[config.mk]
export PLATFORM = sky130hd
export DESIGN_NAME = hazard_ctrl
export DESIGN_NICKNAME = d
export VERILOG_FILES = /design/src/rtl/hazard_ctrl.sv
export SDC_FILE = /design/constraint.sdc
export NUM_CORES = 1
export LEC_CHECK = 0
export BUFFER_PORTS_ARGS = -buffer_cell sky130_fd_sc_hd__buf_2
export CAP_MARGIN = 20
export CORE_UTILIZATION = 50
export DETAILED_ROUTE_END_ITERATION = 16
export PLACE_DENSITY = 0.78
export SLEW_MARGIN = 10
export SYNTH_ARGS = -nofsm -noshare
export SYNTH_HDL_FRONTEND = slang
export SYNTH_SLANG_ARGS = --single-unit
[constraint.sdc]
create_clock -name clk -period 2.8 [get_ports clk]
set_clock_uncertainty 0.15 [all_clocks]
set_input_delay 0.84 -clock clk [delete_from_list [all_inputs] [get_ports clk]]
set_output_delay 0.84 -clock clk [all_outputs]
set_load 0.02 [all_outputs]
[src/rtl/hazard_ctrl.sv]
`default_nettype none
// +----------------------------------------------------------------------------+
// | Module   : hazard_ctrl                                                     |
// | Purpose  : Stall/flush sequencing, EX forwarding selects and miss tracking |
// |            for a 5-stage RISC-V pipeline with an I-cache.                  |
// | Revision : 1.0                                                             |
// +----------------------------------------------------------------------------+
module hazard_ctrl #(
  parameter int TIMEOUT = 1024,
  parameter int CNT_W   = 32
) (
  input  logic             clk,
  input  logic             rst,
  input  logic             icache_req,
  input  logic             icache_hit,
  input  logic             icache_ready,
  input  logic [4:0]       Rs1D,
  input  logic [4:0]       Rs2D,
  input  logic [4:0]       Rs1E,
  input  logic [4:0]       Rs2E,
  input  logic [4:0]       RdE,
  input  logic             ResultSrcE0,
  input  logic             PCSrcE,
  input  logic             RegWriteM,
  input  logic [4:0]       RdM,
  input  logic             RegWriteW,
  input  logic [4:0]       RdW,
  output logic             StallF,
  output logic             StallD,
  output logic             FlushD,
  output logic             FlushE,
  output logic [1:0]       ForwardAE,
  output logic [1:0]       ForwardBE,
  output logic [CNT_W-1:0] stall_cycles,
  output logic             miss_timeout
);

  localparam int TMR_W = $clog2(TIMEOUT + 1);
  localparam logic [TMR_W-1:0] c_TIMEOUT    = TMR_W'(TIMEOUT);
  localparam logic [TMR_W-1:0] c_TIMEOUT_M1 = TMR_W'(TIMEOUT - 1);

  typedef enum logic [1:0] {
    S_RUN    = 2'd0,
    S_MISS   = 2'd1,
    S_CANCEL = 2'd2
  } state_t;

  state_t            r_state;
  state_t            w_next;
  logic [TMR_W-1:0]  r_miss_timer;
  logic [CNT_W-1:0]  r_stall_cycles;
  logic              r_miss_timeout;

  logic              w_lw_stall;
  logic              w_miss;
  logic              w_timer_hit;
  logic              w_stall_f;
  logic              w_stall_d;
  logic              w_flush_d;
  logic              w_flush_e;
  logic [1:0]        w_fwd_a;
  logic [1:0]        w_fwd_b;

  assign w_lw_stall = ResultSrcE0 && (RdE != 5'd0) && ((RdE == Rs1D) || (RdE == Rs2D));
  assign w_miss     = icache_req && !icache_hit;

  // Memory stage holds the younger result, so it wins over writeback.
  always_comb begin
    w_fwd_a = 2'b00;
    w_fwd_b = 2'b00;
    if (RegWriteM && (RdM != 5'd0) && (RdM == Rs1E))
      w_fwd_a = 2'b10;
    else if (RegWriteW && (RdW != 5'd0) && (RdW == Rs1E))
      w_fwd_a = 2'b01;
    if (RegWriteM && (RdM != 5'd0) && (RdM == Rs2E))
      w_fwd_b = 2'b10;
    else if (RegWriteW && (RdW != 5'd0) && (RdW == Rs2E))
      w_fwd_b = 2'b01;
  end

  always_ff @(posedge clk or negedge rst) begin
    if (!rst)
      r_state <= S_RUN;
    else
      r_state <= w_next;
  end

  always_comb begin
    w_next    = r_state;
    w_stall_f = 1'b0;
    w_stall_d = 1'b0;
    w_flush_d = 1'b0;
    w_flush_e = 1'b0;
    case (r_state)
      S_RUN: begin
        w_stall_f = w_lw_stall;
        w_stall_d = w_lw_stall;
        w_flush_e = w_lw_stall || PCSrcE;
        w_flush_d = PCSrcE;
        if (w_miss) begin
          w_next    = S_MISS;
          w_stall_f = 1'b1;
          if (!w_lw_stall)
            w_flush_d = 1'b1;
        end
      end
      S_MISS: begin
        w_stall_f = 1'b1;
        w_stall_d = w_lw_stall;
        w_flush_d = !w_lw_stall;
        w_flush_e = w_lw_stall;
        // A redirect releases the PC for one cycle; any refill now in flight is wrong-path.
        if (PCSrcE) begin
          w_stall_f = 1'b0;
          w_flush_d = 1'b1;
          w_flush_e = 1'b1;
          w_next    = S_CANCEL;
        end else if (icache_ready) begin
          w_next    = S_RUN;
        end
      end
      S_CANCEL: begin
        w_stall_f = 1'b1;
        w_stall_d = 1'b0;
        w_flush_d = 1'b1;
        w_flush_e = w_lw_stall || PCSrcE;
        if (icache_ready)
          w_next = S_RUN;
      end
      default: begin
        w_next = S_RUN;
      end
    endcase
  end

  assign w_timer_hit = (r_state != S_RUN) && (r_miss_timer >= c_TIMEOUT_M1);

  always_ff @(posedge clk or negedge rst) begin
    if (!rst) begin
      r_miss_timer   <= '0;
      r_miss_timeout <= 1'b0;
    end else begin
      if (w_next == S_RUN)
        r_miss_timer <= '0;
      else if ((r_state != S_RUN) && (r_miss_timer != c_TIMEOUT))
        r_miss_timer <= r_miss_timer + 1'b1;
      if (w_timer_hit)
        r_miss_timeout <= 1'b1;
    end
  end

  always_ff @(posedge clk or negedge rst) begin
    if (!rst)
      r_stall_cycles <= '0;
    else if (StallF && (r_stall_cycles != {CNT_W{1'b1}}))
      r_stall_cycles <= r_stall_cycles + 1'b1;
  end

  // Reset forces a bubble into both pipeline registers and frees the PC.
  assign StallF       = rst && w_stall_f;
  assign StallD       = rst && w_stall_d;
  assign FlushD       = !rst || w_flush_d;
  assign FlushE       = !rst || w_flush_e;
  assign ForwardAE    = rst ? w_fwd_a : 2'b00;
  assign ForwardBE    = rst ? w_fwd_b : 2'b00;
  assign stall_cycles = r_stall_cycles;
  assign miss_timeout = r_miss_timeout;

endmodule
`default_nettype wire

* Word level (Yosys, flattened, before mapping)
Index checks and enable logic that the tools add are counted.
** Cells by class
- Add/sub/neg operators :: 2
- Equality and inequality tests :: 10
- Magnitude comparators :: 1
- Mux-type cells :: 22
- Reduce and logical (&&, ||, !) cells :: 30
** Operators by type and width (count)
- 32-bit by 1-bit adder with 32-bit output (second input constant) :: 1
- 32-bit != test (second input constant) :: 1
- 5-bit == test :: 6
- 11-bit two-way mux :: 2
- 5-bit nonzero test :: 3
- 1-bit logical AND :: 14
- 2-bit two-way mux :: 7
- 11-bit by 1-bit adder with 11-bit output (second input constant) :: 1
- 11-bit by 10-bit greater-or-equal comparator with 1-bit output (second input constant) :: 1
- 11-bit != test (second input constant) :: 1
- 1-bit two-way mux :: 9
- 1-bit one-hot mux with 3 select lines :: 2
- 2-bit one-hot mux with 3 select lines :: 1
- 2-bit zero test :: 2
- 1-bit logical OR :: 4
- 2-bit nonzero test :: 2
- 2-bit OR reduction :: 2
- 1-bit zero test :: 3
- 2-bit by 1-bit == test with 1-bit output (second input constant) :: 1
- 2-bit == test (second input constant) :: 1
- 1-bit one-hot mux with 2 select lines :: 1
** Word-level totals
- Flip-flop bits (word level) :: 46
- Bits of input ports :: 44

* Depth between registers and ports, before layout
Gate-level depths: netlist of the first run.
- Depth after elaboration :: 7
- Mapped depth :: 8
- Mapped depth without buffers :: 7

* Least setup slack after synthesis of the first run
Ideal clock, no wire load.
- Path type :: input-to-output
- From :: input port RdM[1]
- To :: output port ForwardAE[0]
- Slack :: -547 ps
- Cell stages on the path :: 4
- Buffers on the path :: 0
- Arrival time :: 2357 ps
- Required time :: 1810 ps
- Cells stage by stage :: or4_1 > o21ai_0 > nor4_1 > nor4_1
** Between the ends
- Longest elaborated chain between the ends :: 5
** RTL lines
- start: declaration :: RTL line 25 : input logic [4:0] RdM,
- 5-bit nonzero test :: RTL line 71 : if (RegWriteM && (RdM != 5'd0) && (RdM == Rs1E))
- 1-bit logical AND :: RTL line 71
- 1-bit logical AND (*) :: RTL line 71
- 2-bit two-way mux (*) :: RTL line 71
- 2-bit two-way mux (*) :: RTL line 164 : assign ForwardAE = rst ? w_fwd_a : 2'b00;
- end: declaration :: RTL line 32 : output logic [1:0] ForwardAE,
Every way passes the cells marked *; elsewhere a longest branch is shown, timed or not.

* Worst setup path after layout of the first run
- From :: input port RdE[2]
- To :: output port FlushD
** Between the ends
- Longest elaborated chain between the ends :: 7
** RTL lines
- start: declaration :: RTL line 21 : input logic [4:0] RdE,
- 5-bit == test / 5-bit nonzero test (equally long branches) :: RTL line 64 : assign w_lw_stall = ResultSrcE0 && (RdE != 5'd0) && ((RdE == Rs1D) || (RdE == Rs2D));
- 1-bit logical OR / 1-bit logical AND (equally long branches) :: RTL line 64
- 1-bit logical AND (*) :: RTL line 64
- 1-bit two-way mux / 1-bit zero test (equally long branches) :: RTL line 103, 110
- 1-bit two-way mux (on tied branches) :: RTL line 100, 113
- 1-bit one-hot mux with 3 select lines (*) :: RTL line 94 : case (r_state)
- 1-bit logical OR (*) :: RTL line 162 : assign FlushD = !rst || w_flush_d;
- end: declaration :: RTL line 30 : output logic FlushD,
Marked as above.

==> results of run 1 <==
==> area by class of cell <==
type	instances	area [µm²]
inverters	6	22.5
multi-input cells	225	1650
clock inverters	3	23.8
flip-flops and latches	46	1150
clock buffers	5	68.8
fillers	377	1400
repair buffers	117	771
well taps	70	87.6
==> metal layers <==
layer  routed length, µm  up-vias
met5                   0        -
met4                 106        0
met2                3310       94
met3                 376       12
met1                2770     1180
li1                    -     1229
==> worst max-delay path: cells and delay by family <==
| family | cells | cell delay (ps) |
|---|---|---|
| buffers and inverters | 2 | 220 |
| AO/OA/AOI/OAI | 3 | 530 |
| AND/OR/NAND/NOR | 2 | 590 |
==> Yosys cell counts <==
master,number
a21o_1,1
a21oi_1,7
a31o_2,1
a41oi_1,1
and2_1,4
and3_1,6
and4_1,2
and4_4,1
and4b_1,1
buf_6,2
clkbuf_1,4
dfrtp_1,46
ha_1,3
inv_1,6
mux2_1,1
mux2i_1,1
nand2_1,23
nand2b_1,1
nand3_1,18
nand4_1,5
nand4_2,3
nor2_1,24
nor2b_1,2
nor3_1,10
nor3b_1,2
nor4_1,15
nor4bb_1,1
o211ai_1,1
o211ai_4,1
o21a_1,1
o21ai_0,8
o22ai_1,2
o311a_1,1
or3_1,4
or4_1,5
or4_4,1
xnor2_1,24
xor2_1,44
==> logic make-up after synthesis <==
family / after synthesis
simple gates: 128
flops: 46
mux: 2
compound gates: 24
xor+xnor: 68
buf+inv: 12
fa+ha+maj: 3
==> what timing repair did <==
item,4_1_cts,5_1_grt
setup endpoints to repair,8,8
pin swaps,16,6
gates resized for setup,26,14
buffers inserted,2,3
hold buffers,0,0
==> power groups by stage <==
stage | logic, mW | clock network, mW | registers, mW
final | 0.444 | 0.419 | 0.771
after CTS | 0.429 | 0.427 | 0.770
after floorplan | 0.191 | 0 | 0.812
after global placement | 0.394 | 0 | 0.780
after global routing | 0.486 | 0.465 | 0.779
after detailed placement | 0.405 | 0 | 0.783
==> per-stage QoR <==
step	area, µm²	setup TNS, ps	total power, mW	util (%)
after floorplan	2800	-724	1.00	-
after global placement	3480	-3230	1.17	67.2
after detailed placement	3480	-3960	1.19	67.2
after CTS	3700	-2410	1.63	71.6
after global routing	3780	-3670	1.73	73.0
final	3780	-2810	1.63	73.0
==> sequential cells by signal, summed over array words and instances (netlist names) <==
| register | count |
|---|---|
| miss_timeout | 1 |
| r_state | 2 |
| stall_cycles | 32 |
| r_miss_timer | 11 |
==> path summary, 6_finish.rpt <==
kind	from	endpoint	slack, ps	cells past startpoint
worst max-delay path	RdE[2]	FlushD	-370	7
worst min-delay path	miss_timeout$_DFFE_PN0P_	miss_timeout$_DFFE_PN0P_	330	1
worst max register to register	stall_cycles[0]$_DFFE_PN0P_	stall_cycles[6]$_DFFE_PN0P_	250	8
worst min register to register	miss_timeout$_DFFE_PN0P_	miss_timeout$_DFFE_PN0P_	330	1
max in group asynchronous	rst	r_miss_timer[6]$_DFFE_PN0P_	1410	3
min in group asynchronous	rst	stall_cycles[4]$_DFFE_PN0P_	350	2
==> results.toml, run 1 <==
[clock_tree]
cts_buffers = 5
clock_path_buffers = 2
h-tree-depth = 2
cts_sinks = 46
cts_tree = "done"
insertion_delay_ps = 310
cts_root_buf = "clkbuf_8"
cts.clk_slew.worst_paths_ps = 90

[synthesis]
ys_seq_elements = 46
synth_top_family_by_area = "simple AND/OR/NAND/NOR gates"
synthSimpleGateAreaFrac_pct = 25.6
yosys.area.top_type_share_pct = 42.3
synth-seq-area-share_pct = 42.3
syn_nets = 330
synth_fa_ha_area_share_pct = 1.38
yosys-mux-area-fraction_pct = 0.781
postSynthAreaPerCell_um2 = 9.62
yosysTopAreaCell = "dfrtp_1"
synth.top_cells.by_area = "dfrtp_1 (42%), xor2_1 (14%), xnor2_1 (7.7%), nor4_1 (3.4%), nand3_1 (3.3%)"
netlist-cell-type-count = 38
synth-compound-area-share_pct = 5.84
synth_xor_area_share_pct = 21.9
yosysWarningCount = 0
netlist_instances = 283
synth_area_um2 = 2720

[finish]
drive_gt1_share_pct = 37.8
fin_cells = 472
final_common_cell = "buf_2"
fin_nets = 448
num_antenna_cells = 0
mostFrequentLayoutCells = "buf_2 (70), dfrtp_1 (46), xor2_1 (44)"
synthToLayoutAreaGrowth_pct = 38.7

[placed_design]
dp_hpwl_um = 4820
gp_congestion = 0.781
portBuffers = 84
pre_cts_ws_ps = -409
dp_cells = 459

[sta]
worst_pin_slew_ps = 676
setup_viol = 13
clock.fmax_mhz = 315
hold_viol_final = 0
finalWorstPathRequiredPeriod_ps = 3170
drv_slew = 0
fin_ws_ps = -375
rsz0062_at_grt = "true"
holdWs_ps = 325
max_slew_margin_pct = 54.8
timing.final.crit_share_pct = 113

[route]
drtAntennaViolNets = 0
drt_wl_total_um = 6560
drt-initial-drc-count = 150
routedWlPerCell_um = 13.9
drcViolationCount = 0
vias_per_cell = 5.33
firstDrtPassIters = 4
via_count = 2515

[outcome]
violations = "setup timing"
status = "finished with violations"

[floorplanning]
start_util_pct = 52.6
core_area_um2 = 5170
row_count = 26
die_area_um2 = 5740
fp.dieW_um = 75.8
io_pins = 85
chipHeight_um = 75.8

[worst_setup_path]
critPathMaxStageDelay_ps = 510
worst_setup_path_start_kind = "input pin"
crit_type = "input pin to primary output"
worstPathArrival_ps = 2180
required_ps = 1810
crit_top_cell = "buf_6"
slowest_stage = "or4_4"
worstSetupEndpointType = "primary output"
cp_max_fo = 3
path_cells = "buf_6 > or4_4 > o21a_1 > a21oi_1 > nor3_1 > o21ai_2 > buf_6"

[global_route]
grt_use_total_pct = 22.8
met1_usage_pct = 27.9
met3_usage_pct = 4.37
grtUsageMet2_pct = 39.1
grt_start_max_net_pins = 39
grt_pass1_wl_um = 9760
antenna_found_initial = 0
grt_pass1_vias = 2272
overflow = 0
busiest_layer = "met2"

[power_and_ir_drop]
internal_power_mw = 1.09
switchingPower_mw = 0.548
p_comb_share_pct = 27.2
swShare_pct = 33.5
p_seq_share_pct = 47.2
cellPowerDensity_nw_per_um2 = 433
peakVddDrop_v = 0.000308
p_leak_nw = 1.88
power_frac_clock_pct = 25.6

[job]
max_cap_viol_count = 0

[min_path]
holdCritPathClass = "register to register"
Note: power is estimated with default switching activity, not from simulation.
==> run 2, diff against run 1 <==
Settings changed: CELL_PAD_IN_SITES_DETAIL_PLACEMENT set to 1, CELL_PAD_IN_SITES_GLOBAL_PLACEMENT set to 1, CORE_UTILIZATION 50 to 38, CTS_CLUSTER_SIZE set to 25, PLACE_DENSITY 0.78 to not set, PLACE_DENSITY_LB_ADDON set to 0.1.
==> run 2 against run 1 <==
Compared with the run above:
- the flow still finishes with violations (setup timing)
- routed wire length increased by 17%
- non-clock buffer count increased by 2
- sequential power decreased by 0.5%
- largest cell class unchanged
- largest power group unchanged
==> results.toml, run 2 (synthesis gave the netlist of run 1 again) <==
[global_route]
overflow = 0
grt_start_max_net_pins = 28
grt_use_total_pct = 21.2
grt_pass1_wl_um = 12400
antenna_found_initial = 0
grt_pass1_vias = 2615

[sta]
holdWs_ps = 316
drv_slew = 0
worst_pin_slew_ps = 540
max_slew_margin_pct = 63.5
clock.fmax_mhz = 315
rsz0062_at_grt = "true"
fin_ws_ps = -371
timing.final.crit_share_pct = 113
hold_viol_final = 0
finalWorstPathRequiredPeriod_ps = 3170
setup_viol = 8

[finish]
mostFrequentLayoutCells = "buf_2 (71), dfrtp_1 (46), xor2_1 (44)"
drive_gt1_share_pct = 40.1
largest_reg_flops = 32
final_common_cell = "buf_2"
finish.utilization_pct = 57.0
synthToLayoutAreaGrowth_pct = 43.8
fin_nets = 450
fin_cells = 500
num_antenna_cells = 0

[route]
via_count = 2543
routedWlPerCell_um = 15.4
drt-initial-drc-count = 50
drcViolationCount = 0
drtAntennaViolNets = 0
firstDrtPassIters = 4
drt_wl_total_um = 7690
vias_per_cell = 5.09

[floorplanning]
io_pins = 85
core_area_um2 = 6870
die_area_um2 = 7510
chipHeight_um = 86.6
start_util_pct = 39.6
fp.dieW_um = 86.6
row_count = 30

[worst_setup_path]
r2r_setup_slack_ps = 370
worstPathArrival_ps = 2180
worst_setup_path_start_kind = "input pin"
reg2reg_depth = 7
crit_type = "input pin to primary output"
cp_max_fo = 3
worstSetupEndpointType = "primary output"
required_ps = 1810

[clock_tree]
cts_root_buf = "clkbuf_8"
cts_sinks = 46
ctsHoldBuffers = 0
cts_buffers = 5
insertion_delay_ps = 300
cts.clk_slew.worst_paths_ps = 80
cts_tree = "done"
clock_path_buffers = 2
h-tree-depth = 2

[placed_design]
dp_cells = 488
gp_congestion = 0.811
dp_hpwl_um = 5640
portBuffers = 84

[power_and_ir_drop]
p_leak_nw = 1.94
cellPowerDensity_nw_per_um2 = 445
p_total_mw = 1.74
peakVddDrop_v = 0.000306

[outcome]
status = "finished with violations"
violations = "setup timing"

[min_path]
holdPathStages = 1
holdCritPathClass = "register to register"

[job]
max_cap_viol_count = 0
[run 2: cell type report]
type	instances	area, µm²
Fill cell	838	2950
Multi-Input combinational cell	225	1720
Sequential cell	46	1150
Timing Repair Buffer	119	792
Tap cell	96	120
Clock buffer	6	72.6
Clock inverter	2	37.5
Inverter	6	22.5
[run 2: worst paths after layout]
kind | start | endpoint
max in group asynchronous | rst | r_miss_timer[10]$_DFFE_PN0P_
min in group asynchronous | rst | stall_cycles[16]$_DFFE_PN0P_
worst min register to register | miss_timeout$_DFFE_PN0P_ | miss_timeout$_DFFE_PN0P_
worst max register to register | stall_cycles[0]$_DFFE_PN0P_ | stall_cycles[1]$_DFFE_PN0P_
worst max-delay path | RdW[2] | ForwardAE[0]
worst min-delay path | miss_timeout$_DFFE_PN0P_ | miss_timeout$_DFFE_PN0P_
[run 2: report_power, final]
part | switching, mW | internal [mW] | leakage, nW
clock | 0.232 | 0.267 | 0.0514
combinational | 0.264 | 0.211 | 1.27
sequential | 0.0581 | 0.709 | 0.618
total | 0.554 | 1.19 | 1.94
[run 2: per-stage QoR]
stage / setup WS (ps) / TNS (ps) / cell area [µm²]
finish: -371 / -2380 / 3920
CTS: -384 / -2580 / 3770
floorplan: -184 / -724 / 2800
detailed placement: -446 / -2800 / 3540
global placement: -415 / -2610 / 3540
global route: -430 / -2760 / 3920
[run 2: repair_timing]
action | CTS | global route
endpoints found under the setup margin | 8 | 8
resized for setup | 20 | 29
buffers inserted | 4 | 1
endpoints found under the hold margin | 0 | 0
pin swaps | 11 | 15
[run 2: worst max-delay path, stage by stage]
cell	delay, ps
buf_2	120
or4_1	120
o211ai_1	110
or4_4	510
nor4_4	300
buf_4	180
[run 2: metal layers]
metal  GRT usage (%)  up-vias  part of all wire [%]
met1            27.6     1224                    44
met4            5.91        0                   1.7
met2            35.8       78                    49
met3            4.19       12                   5.5
met5               0        -                     0
li1                -     1229                     -
==> run 3, diff against run 2 <==
Settings changed: CORE_UTILIZATION 38 to 35.
Clock period 2.8 ns to 2.9 ns, I/O delays scaled along.
==> run 3 against run 2 <==
Compared with the run above:
- the run still ends with setup timing left
- worst setup slack better by 100 ps
- cell count is 1.4% lower
- register-to-register slack better by 190 ps
- sequential cell count stayed put
- critical path depth is 1 higher
- via count is 2.4% lower
- sequential share of layout area is 1.5 points higher
- routed wire length is 3.6% lower
- global-route usage is 1.7 points lower
- core utilization is 6.5 points lower
- final area is 4.9% lower
- first-iteration DRC count is 66% higher
- critical path type unchanged
- largest cell class unchanged
- largest power group unchanged
==> results.toml, run 3 (synthesis gave the netlist of run 1 again) <==
[outcome]
status = "finished with violations"
violations = "setup timing"

[power_and_ir_drop]
p_leak_nw = 1.84
cellPowerDensity_nw_per_um2 = 431
peakVddDrop_v = 0.000232

[worst_setup_path]
slowest_stage = "or4_4"
path_cells = "buf_6 > or4_4 > o21a_4 > a21oi_2 > nor3_1 > o21ai_2 > buf_6"
crit_family = "simple AND/OR/NAND/NOR gates"
required_ps = 1880
worst_setup_path_start_kind = "input pin"
critical_path_buf_inv_count = 2
worstSetupEndpointType = "primary output"
critPathMaxStageDelay_ps = 520
cp_max_fo = 5
crit_top_cell = "buf_6"
worstPathArrival_ps = 2150
crit_type = "input pin to primary output"

[route]
via_count = 2481
firstDrtPassIters = 4
routedWlPerCell_um = 15.0
drcViolationCount = 0
drt_wl_total_um = 7410
drtAntennaViolNets = 0
drt-initial-drc-count = 83
vias_per_cell = 5.03

[placed_design]
dp_hpwl_um = 5660
place_area_um2 = 3450
gp_congestion = 0.746
pre_cts_ws_ps = -400
portBuffers = 84

[floorplanning]
chipHeight_um = 90.2
start_util_pct = 36.9
io_pins = 85
fp.dieW_um = 90.2
row_count = 31
die_area_um2 = 8140
core_area_um2 = 7370

[sta]
max_slew_margin_pct = 64.3
fin_ws_ps = -271
setup_viol = 8
drv_slew = 0
rsz0062_at_grt = "true"
clock.fmax_mhz = 315
finalWorstPathRequiredPeriod_ps = 3170
timing.final.crit_share_pct = 109
hold_viol_final = 0
worst_pin_slew_ps = 529

[finish]
largest_reg_flops = 32
num_antenna_cells = 0
drive_gt1_share_pct = 35.3
mostFrequentLayoutCells = "buf_2 (70), dfrtp_1 (46), xor2_1 (44)"
fin_nets = 440
final_common_cell = "buf_2"
final_cell_area_um2 = 3720
synthToLayoutAreaGrowth_pct = 36.8

[global_route]
busiest_layer = "met2"
grtUsageMet2_pct = 32.8
grt_pass1_vias = 2599
met1_usage_pct = 26.1
overflow = 0
grt_use_total_pct = 19.5
met3_usage_pct = 2.79
grt_start_max_net_pins = 41
grt_pass1_wl_um = 12800
antenna_found_initial = 0

[clock_tree]
insertion_delay_ps = 310
h-tree-depth = 2
clock_path_buffers = 2
ctsHoldBuffers = 0
cts_tree = "done"
cts.clk_slew.worst_paths_ps = 90
cts_sinks = 46
cts_root_buf = "clkbuf_8"
cts_buffers = 5

[job]
max_cap_viol_count = 0

[min_path]
holdCritPathClass = "register to register"
==> run 3: final cells by class <==
type                    count  area [µm²]
fillers                   888        3640
clock buffers               5        68.8
well taps                  99         124
clock inverters             3        28.8
inverters                   6        22.5
multi-input cells         225        1630
flip-flops and latches     46        1150
repair buffers            109         704
==> run 3: repair_timing <==
item / CTS / global route
endpoints found under the hold margin: 0 / 0
setup buffers: 1 / 1
pin swaps: 7 / 4
resized for setup: 31 / 6
endpoints found under the setup margin: 8 / 8
cloned: 0 / 0
==> run 3: per-stage QoR <==
stage	utilization, %	total power, mW	hold slack (ps)	std cells	setup TNS [ps]
after floorplan	-	0.964	376	283	-509
after global placement	46.8	1.14	303	483	-2580
after detailed placement	46.8	1.15	301	483	-2730
after CTS	50.1	1.62	328	492	-2040
after global routing	50.5	1.69	354	493	-2240
final	50.5	1.60	322	493	-1830
==> run 3: routing by layer <==
layer / routed length, µm / vias to the layer above
li1: - / 1214
met1: 3420 / 1202
met2: 3630 / 60
met3: 275 / 5
met4: 85 / 0
met5: 0 / -
==> run 3: worst paths after layout <==
| check | slack (ps) | endpoint | from | cells past startpoint |
|---|---|---|---|---|
| min | 320 | miss_timeout$_DFFE_PN0P_ | miss_timeout$_DFFE_PN0P_ | 1 |
| max | -270 | FlushD | RdE[3] | 7 |
| min reg2reg | 320 | miss_timeout$_DFFE_PN0P_ | miss_timeout$_DFFE_PN0P_ | 1 |
| min in group asynchronous | 410 | stall_cycles[24]$_DFFE_PN0P_ | rst | 2 |
| max reg2reg | 560 | stall_cycles[3]$_DFFE_PN0P_ | stall_cycles[24]$_DFFE_PN0P_ | 7 |
| max in group asynchronous | 1430 | r_miss_timer[5]$_DFFE_PN0P_ | rst | 3 |
==> run 3: power breakdown <==
| group | total [mW] | internal, mW | switching [mW] |
|---|---|---|---|
| combinational | 0.425 | 0.183 | 0.242 |
| sequential | 0.742 | 0.685 | 0.0579 |
| clock | 0.436 | 0.181 | 0.255 |
